## config.mk

```make
export PLATFORM = sky130hd
export DESIGN_NAME = uni_shift_reg_seq
export DESIGN_NICKNAME = d
export VERILOG_FILES = /design/src/rtl/uni_shift_pkg.sv /design/src/rtl/uni_shift_reg_seq_shift_step.sv /design/src/rtl/uni_shift_reg_seq.sv
export SDC_FILE = /design/constraint.sdc
export NUM_CORES = 1
export LEC_CHECK = 0
export ABC_AREA = 1
export ABC_CLOCK_PERIOD_IN_PS = 2100
export CORE_MARGIN = 1.5
export CORE_UTILIZATION = 30
export DETAILED_ROUTE_END_ITERATION = 10
export GPL_TIMING_DRIVEN = 0
export PLACE_DENSITY_LB_ADDON = 0.25
export SETUP_SLACK_MARGIN = 0.15
export SYNTH_ARGS = -nofsm -noshare
export SYNTH_HDL_FRONTEND = slang
export SYNTH_HIERARCHICAL = 1
export SYNTH_SLANG_ARGS = --single-unit
```

## constraint.sdc

```tcl
create_clock -name clk -period 2.1 [get_ports clk]
set_input_delay 0.42 -clock clk [delete_from_list [all_inputs] [get_ports clk]]
set_output_delay 0.42 -clock clk [all_outputs]
set_load 0.02 [all_outputs]
```

## src/rtl/uni_shift_pkg.sv

```systemverilog
// Shared opcodes, FSM encoding and op classification for the sequenced universal shift register.
package uni_shift_pkg;

    localparam logic [2:0] OP_HOLD = 3'd0;
    localparam logic [2:0] OP_SHR  = 3'd1;
    localparam logic [2:0] OP_SHL  = 3'd2;
    localparam logic [2:0] OP_LOAD = 3'd3;
    localparam logic [2:0] OP_ROR  = 3'd4;
    localparam logic [2:0] OP_ROL  = 3'd5;
    localparam logic [2:0] OP_ASR  = 3'd6;
    localparam logic [2:0] OP_CLR  = 3'd7;

    typedef enum logic {
        ST_IDLE = 1'b0,
        ST_RUN  = 1'b1
    } state_e;

    // Only shifts and rotates make sense to repeat; HOLD/LOAD/CLR always finish in one edge.
    function automatic logic is_iterative(input logic [2:0] op);
        return (op == OP_SHR) || (op == OP_SHL) || (op == OP_ROR) ||
               (op == OP_ROL) || (op == OP_ASR);
    endfunction

endpackage

```

## src/rtl/uni_shift_reg_seq_shift_step.sv

```systemverilog
// One combinational step of the universal shift register; the top applies it once per update edge.
module shift_step
    import uni_shift_pkg::*;
#(
    parameter int WIDTH = 8
) (
    input  logic [WIDTH-1:0] q_i,
    input  logic [2:0]       op_i,
    input  logic [WIDTH-1:0] in_i,
    input  logic             serialright_i,
    input  logic             serialleft_i,
    output logic [WIDTH-1:0] q_next_o
);

    always_comb begin
        q_next_o = q_i;
        case (op_i)
            OP_HOLD: q_next_o = q_i;
            OP_SHR:  q_next_o = {serialright_i, q_i[WIDTH-1:1]};
            OP_SHL:  q_next_o = {q_i[WIDTH-2:0], serialleft_i};
            OP_LOAD: q_next_o = in_i;
            OP_ROR:  q_next_o = {q_i[0], q_i[WIDTH-1:1]};
            OP_ROL:  q_next_o = {q_i[WIDTH-2:0], q_i[WIDTH-1]};
            OP_ASR:  q_next_o = {q_i[WIDTH-1], q_i[WIDTH-1:1]};
            OP_CLR:  q_next_o = '0;
            default: q_next_o = q_i;
        endcase
    end

endmodule

```

## src/rtl/uni_shift_reg_seq.sv

```systemverilog
// WIDTH-bit universal shift register that repeats a shift/rotate AMOUNT times under a
// start/busy/done handshake; serial inputs stay live on every shift edge for streaming.
module uni_shift_reg_seq
    import uni_shift_pkg::*;
#(
    parameter int WIDTH = 8,
    parameter int CNT_W = $clog2(WIDTH) + 1
) (
    input  logic             clk,
    input  logic             clr,
    input  logic             start,
    input  logic [2:0]       op,
    input  logic [CNT_W-1:0] amount,
    input  logic [WIDTH-1:0] in,
    input  logic             serialright,
    input  logic             serialleft,
    output logic [WIDTH-1:0] q,
    output logic             serout_r,
    output logic             serout_l,
    output logic             busy,
    output logic             done
);

    state_e           state_q, state_d;
    logic [CNT_W-1:0] rem_q, rem_d;
    logic [2:0]       op_q, op_d;
    logic [WIDTH-1:0] q_q, q_d;
    logic             done_q, done_d;
    logic [2:0]       step_op;
    logic [WIDTH-1:0] step_q;

    // In IDLE the first step uses the live opcode; in RUN the latched one, so op changes are ignored.
    assign step_op = (state_q == ST_RUN) ? op_q : op;

    shift_step #(.WIDTH(WIDTH)) u_step (
        .q_i           (q_q),
        .op_i          (step_op),
        .in_i          (in),
        .serialright_i (serialright),
        .serialleft_i  (serialleft),
        .q_next_o      (step_q)
    );

    always_comb begin
        state_d = state_q;
        rem_d   = rem_q;
        op_d    = op_q;
        q_d     = q_q;
        done_d  = 1'b0;
        case (state_q)
            ST_IDLE: begin
                if (start) begin
                    op_d = op;
                    if (is_iterative(op) && (amount > CNT_W'(1))) begin
                        q_d     = step_q;
                        rem_d   = amount - CNT_W'(1);
                        state_d = ST_RUN;
                    end else begin
                        if (amount != '0) q_d = step_q;
                        done_d = 1'b1;
                    end
                end
            end
            ST_RUN: begin
                q_d   = step_q;
                rem_d = rem_q - CNT_W'(1);
                if (rem_q == CNT_W'(1)) begin
                    state_d = ST_IDLE;
                    done_d  = 1'b1;
                end
            end
            default: state_d = ST_IDLE;
        endcase
    end

    always_ff @(posedge clk or posedge clr) begin
        if (clr) begin
            state_q <= ST_IDLE;
            rem_q   <= '0;
            op_q    <= OP_HOLD;
            q_q     <= '0;
            done_q  <= 1'b0;
        end else begin
            state_q <= state_d;
            rem_q   <= rem_d;
            op_q    <= op_d;
            q_q     <= q_d;
            done_q  <= done_d;
        end
    end

    assign q        = q_q;
    assign serout_r = q_q[0];
    assign serout_l = q_q[WIDTH-1];
    assign busy     = (state_q == ST_RUN);
    assign done     = done_q;

endmodule

```

* Word level (Yosys, flattened, before mapping)
Cells that the tools add are included.
** Storage, ports and cells
- Bits in registers :: 17
- Bits of input ports :: 20
- Output and inout bits :: 12
- Logic and storage cells :: 52
** Operators by class
- $add $sub $neg :: 2
- $lt $le $gt $ge :: 1
- Equal/unequal tests :: 16
- Mux-type cells :: 17
- Bitwise operators :: 1
- Reductions and logical operators :: 10
** Operator list (count)
- $pmux W8 S8 :: 1
- $mux W8 :: 3
- $eq A3 B3 Y1 const B :: 7
- $pmux W8 S2 :: 1
- $eq A3 B2 Y1 const B :: 3
- $mux W4 :: 2
- $pmux W4 S2 :: 1
- $sub A4 B1 Y4 const B :: 2
- $eq A3 B1 Y1 const B :: 2
- $mux W1 :: 6
- $reduce_and A2 Y1 :: 3
- $eq A4 B1 Y1 const B :: 1
- $gt A4 B1 Y1 const B :: 1
- $logic_or A1 B1 Y1 :: 4
- $ne A2 B2 Y1 const B :: 2
- $pmux W1 S2 :: 2
- $reduce_bool A4 Y1 :: 1
- $logic_not A3 Y1 :: 1
- $mux W3 :: 1
- $ne A3 B3 Y1 const B :: 1
- $logic_and A1 B1 Y1 :: 1
- $not A1 Y1 :: 1

* Logic depth before layout (Yosys ltp)
Gate-level depths: netlist (run 1).
- Word-level depth :: 9
- Mapped depth :: 12
- Depth with buffers taken out :: 9

* Hierarchy
Netlist (run 1), hierarchy kept.
** Modules (own cells, without submodules)
- uni_shift_reg_seq :: instances 1, cells each 122, area an instance 974.7 µm², sequential area each 425.4 µm²
- shift_step :: instances 1, cells each 120, area an instance 704.4 µm², sequential area each 0.0 µm²

* Worst setup path before layout (run 1)
OpenSTA, ideal clock, no wires.
- Path type :: reg2reg
- From :: reg state_q, in the netlist busy
- To :: reg q_q[1], in the netlist q[1]
- Setup time :: 0.118 ns
- Data arrival time :: 1.829 ns
- Required time :: 1.982 ns
- Setup slack :: 0.153 ns
- Cell stages (with the launch flop) :: 12
- Buffers on the path :: 3
- Clock period less this slack :: 1.947 ns
- Path through :: dfrtp_1 buf_6 buf_2 o21ai_0 buf_6 inv_2 nand4_1 nand2_1 nor2_2 nand3_2 nand3_1 nand2_1
** Between the ends
- Cells in the longest elaborated chain, start to end :: 7
- Elaborated cells on any way between the ends :: 18
- Those cells by class :: eq/ne (9); mux (6); bitwise (1); reduce/logical (2)
** Ends and longest elaborated chain
- start, declared :: line uni_shift_reg_seq.sv:24 : state_e state_q, state_d;
- start signal, assigned :: line uni_shift_reg_seq.sv:84 : state_q <= state_d;
- $mux W3 (*) :: line uni_shift_reg_seq.sv:33 : assign step_op = (state_q == ST_RUN) ? op_q : op;
- via step_op[1] :: line uni_shift_reg_seq.sv:29 : logic [2:0] step_op;
- $eq A3 B3 Y1 (tied with other cells) :: line uni_shift_reg_seq_shift_step.sv:17 : case (op_i)
- $pmux W8 S8 (*) :: line uni_shift_reg_seq_shift_step.sv:17
- $mux W8 :: line uni_shift_reg_seq.sv:59 : if (amount != '0) q_d = step_q;
- $mux W8 :: line uni_shift_reg_seq.sv:54 : if (is_iterative(op) && (amount > CNT_W'(1))) begin
- $mux W8 :: line uni_shift_reg_seq.sv:52 : if (start) begin
- $pmux W8 S2 (*) :: line uni_shift_reg_seq.sv:50 : case (state_q)
- via q_d[1] :: line uni_shift_reg_seq.sv:27 : logic [WIDTH-1:0] q_q, q_d;
- end signal, assigned :: line uni_shift_reg_seq.sv:87 : q_q <= q_d;
- end, declared :: line uni_shift_reg_seq.sv:27
The timed path passes the listed nets; every way through them passes the cells marked *. The select of a mux whose other input is x is not followed.
A chain may end at the register's enable or synchronous reset.

* Worst setup path after layout (run 1)
- From :: reg q_q[7], in the netlist q[7]
- To :: out q[7]
** RTL lines
- end, declared :: line uni_shift_reg_seq.sv:17 : output logic [WIDTH-1:0] q,
No word-level cell between the ends.

==> flow_summary.yaml, run 1 <==
placement:
  io_buffer_count: 31
  hpwl_mm: 3.09
  dp_cells: 345
  post_dp_cell_area_sq_mm: 0.00208
  gp_congestion: 0.873
cells_and_area:
  multi_input_area_sq_mm: 0.00102
  seqCellArea_sq_um: 427
  num_antenna_cells: 0
  syn2layout_area_growth_pct: 26.8
  instances_no_fill: 348
  drive_gt1_share_pct: 15.9
  design_area_sq_mm: 0.00213
  num-fill-cells: 585
  nNetsFinal: 301
detailed_routing:
  drc: 0
  via_count: 1647
  drt_iter0_markers: 96
  drt-total-wl_mm: 3.99
  drt-pass1-iter-count: 4
  viasPerCell: 4.73
  detail-route-antenna-nets: 0
  wl_per_cell_um: 11.5
global_route:
  grt_pass1_wl_mm: 6.74
  grtUsageTotal_pct: 13.8
  overflow: 0
  grt_pass1_vias: 1442
  antenna_found_initial: 0
  grt_max_degree: 18
clock_tree:
  cts.reportedPaths.clkPinSlew_ps: 70
  ctsHtreeMaxLevel: 1
  postCtsHoldBufs: 0
  clk_path_buf_depth: 2
  insertion_delay_ps: 250
  cts_tree: "built"
  cts-buffers-inserted: 3
  clockRootBuffer: "clkbuf_8"
  clock-sinks: 17
synth:
  ys_ff_latch: 17
  ys_seq_area_share_pct: 25.3
  synth_cell_types: 30
  synthCells: 242
  synth.avg_cell_area_sq_um: 6.94
  synthFlopType: "dfrtp_1"
  yosysTopAreaCell: "dfrtp_1"
  synth_async_sr_flop_share_pct: 100
  yosysWarnings: 6
  synth_top_cell_area_share_pct: 25.3
  syn_area_sq_mm: 0.00168
  ys_top_cells_by_area: "dfrtp_1 (25%), nand2_1 (16%), nand3_1 (9.2%)"
  synth_edf_count: 0
  syn_nets: 266
timing:
  worstMarginPinSlew_ps: 659
  final_hold_viol_count: 0
  setup_viol: 0
  rsz0062_at_grt: "no"
  drv_slew: 0
  skew_ps: 4.60
  relSlewSlack_pct: 56.0
  finalSetupTns_ps: 0
  min_period_ps: 1860
  fmax_ghz: 0.537
  fin_crit_sh_pct: 88.6
critical_path:
  r2r-end: "q[1]$_DFFE_PP0P_"
  r2r_cells: 10
  cp.arrival_ps: 1440
  critical_path_class: "register to output pin"
  slowest_delay_ps: 580
  path_cells: "buf_4 -> clkdlybuf4s50_1"
  end_kind: "output pin"
  crit_buf_inv: 2
  r2r-start: "busy$_DFF_PP0_"
  cp_slowest_cell: "clkdlybuf4s50_1"
  rrSetupSlack_ps: 460
  required_ps: 1680
  crit_path_start_kind: "register"
  path_delay_family: "buffers and inverters"
  crit_fanout: 7
floorplanning:
  start_util_pct: 30.9
  dieArea_sq_mm: 0.00606
  core_sq_mm: 0.00544
  chipWidth_um: 77.8
  dieHeight_um: 77.8
  io_pins: 32
  rows: 27
pwr:
  p_sw_uw: 1560
  pwr-share-comb_pct: 72.1
  power_density_mw_per_mm2: 1470
  power.internal_uw: 1570
  leakagePower_uw: 0.00105
  irDropWorstVdd_mv: 0.622
  seq_power_share_pct: 20.2
  p_sw_share_pct: 49.7
  clkPwrFrac_pct: 7.7
job:
  drv_cap: 0
hold_path:
  whs_path_depth: 2
  hold_path_class: "register to register"
  min_to: "op_q[1]$_DFFE_PP0P_"
  hp-start: "op_q[1]$_DFFE_PP0P_"
status:
  run_status: "finished clean"
## cell usage after synthesis, types with 3 or more instances
master / n
nor2_1: 25
nand2_1: 71
nand3_1: 31
buf_4: 3
inv_1: 19
ha_1: 4
nor2_2: 7
dfrtp_1: 17
inv_2: 3
nand4_1: 22
o21ai_0: 9
buf_6: 5
nand3_2: 7
## tightest hold or removal path, stage by stage (launching register included)
cell and delay (ps):
dfrtp_1 340, nand2_1 50, o21ai_0 60
## stage by stage
step / util, % / hold slack, ps / setup WS [ps] / total power (uW)
2_1_floorplan: - / 346 / 153 / 2330
5_1_grt: 39.1 / 522 / 161 / 3430
6_report: 39.1 / 486 / 239 / 3130
3_5_place_dp: 38.2 / 473 / -180 / 2880
3_3_place_gp: 38.2 / 468 / -160 / 2880
4_1_cts: 39.1 / 492 / 175 / 3150
## sequential cells by signal, indices dropped and copies added, names as in the netlist
signal  cells
q           8
rem_q       4
op_q        3
busy        1
done        1
## cell usage in the layout (no fill, tap or decap), drive strengths merged, types with 2 or more instances in the layout
| master | netlist | layout |
|---|---|---|
| buf | 11 | 10 |
| clkbuf | 1 | 5 |
| clkdlybuf4s50 | 0 | 31 |
| dfrtp | 17 | 17 |
| ha | 4 | 4 |
| inv | 22 | 22 |
| nand2 | 74 | 74 |
| nand3 | 40 | 40 |
| nand4 | 22 | 22 |
| nor2 | 34 | 34 |
| o21ai | 10 | 10 |
| or2 | 2 | 2 |
## layout make-up
cell class	count	area share (%)
clock buffer	4	2.12
inverter	23	5.29
tap	72	4.23
sequential	17	20.0
multi-input combinational	190	47.7
buffer	11	6.00
timing repair buffer	31	14.6
## worst max-delay path by stage
stage                     start          endpoint  slack, ps  cells past startpoint
6_report       q[7]$_DFFE_PP0P_              q[7]        240                      2
5_1_grt        q[7]$_DFFE_PP0P_              q[7]        160                      2
4_1_cts          busy$_DFF_PP0_  q[2]$_DFFE_PP0P_        180                     11
3_5_place_dp              op[1]  q[1]$_DFFE_PP0P_       -180                     11
3_3_place_gp              op[1]  q[1]$_DFFE_PP0P_       -160                     11
2_1_floorplan    busy$_DFF_PP0_  q[1]$_DFFE_PP0P_        150                     11
## logic make-up after synthesis
family                   after synthesis  share of synthesized area, %
AND/OR/NAND/NOR                      173                          52.5
buffers and inverters                 35                          14.6
flip-flops                            17                          25.3
AO/OA/AOI/OAI                         12                          3.95
adder cells (fa/ha/maj)                4                          2.98
multiplexers                           1                         0.596
## timing repair
item,CTS,global route
pin swaps,0,0
resized for setup,2,4
buffers inserted,0,0
endpoints found under the setup margin,8,9
## power groups by stage
stage          combinational (uW)  clock, uW  sequential, uW
2_1_floorplan                1660          0             672
3_3_place_gp                 2240          0             640
3_5_place_dp                 2250          0             638
4_1_cts                      2260        255             635
5_1_grt                      2500        274             656
6_report                     2250        240             633
## routing by layer
metal,global-route usage [%],vias to the layer above,part of all wire (%)
met2,22.3,40,46
li1,-,869,-
met4,2.73,0,0.93
met1,18.6,734,49
met3,3.06,4,4.0
met5,0,-,0
No activity file was read; power rests on OpenSTA's default activity.
==> run 2, diff against run 1 <==
- SLEW_MARGIN: unset -> 30
==> results of run 2 <==
Same layout as run 1: the final DEF is identical, and so are final timing and power.
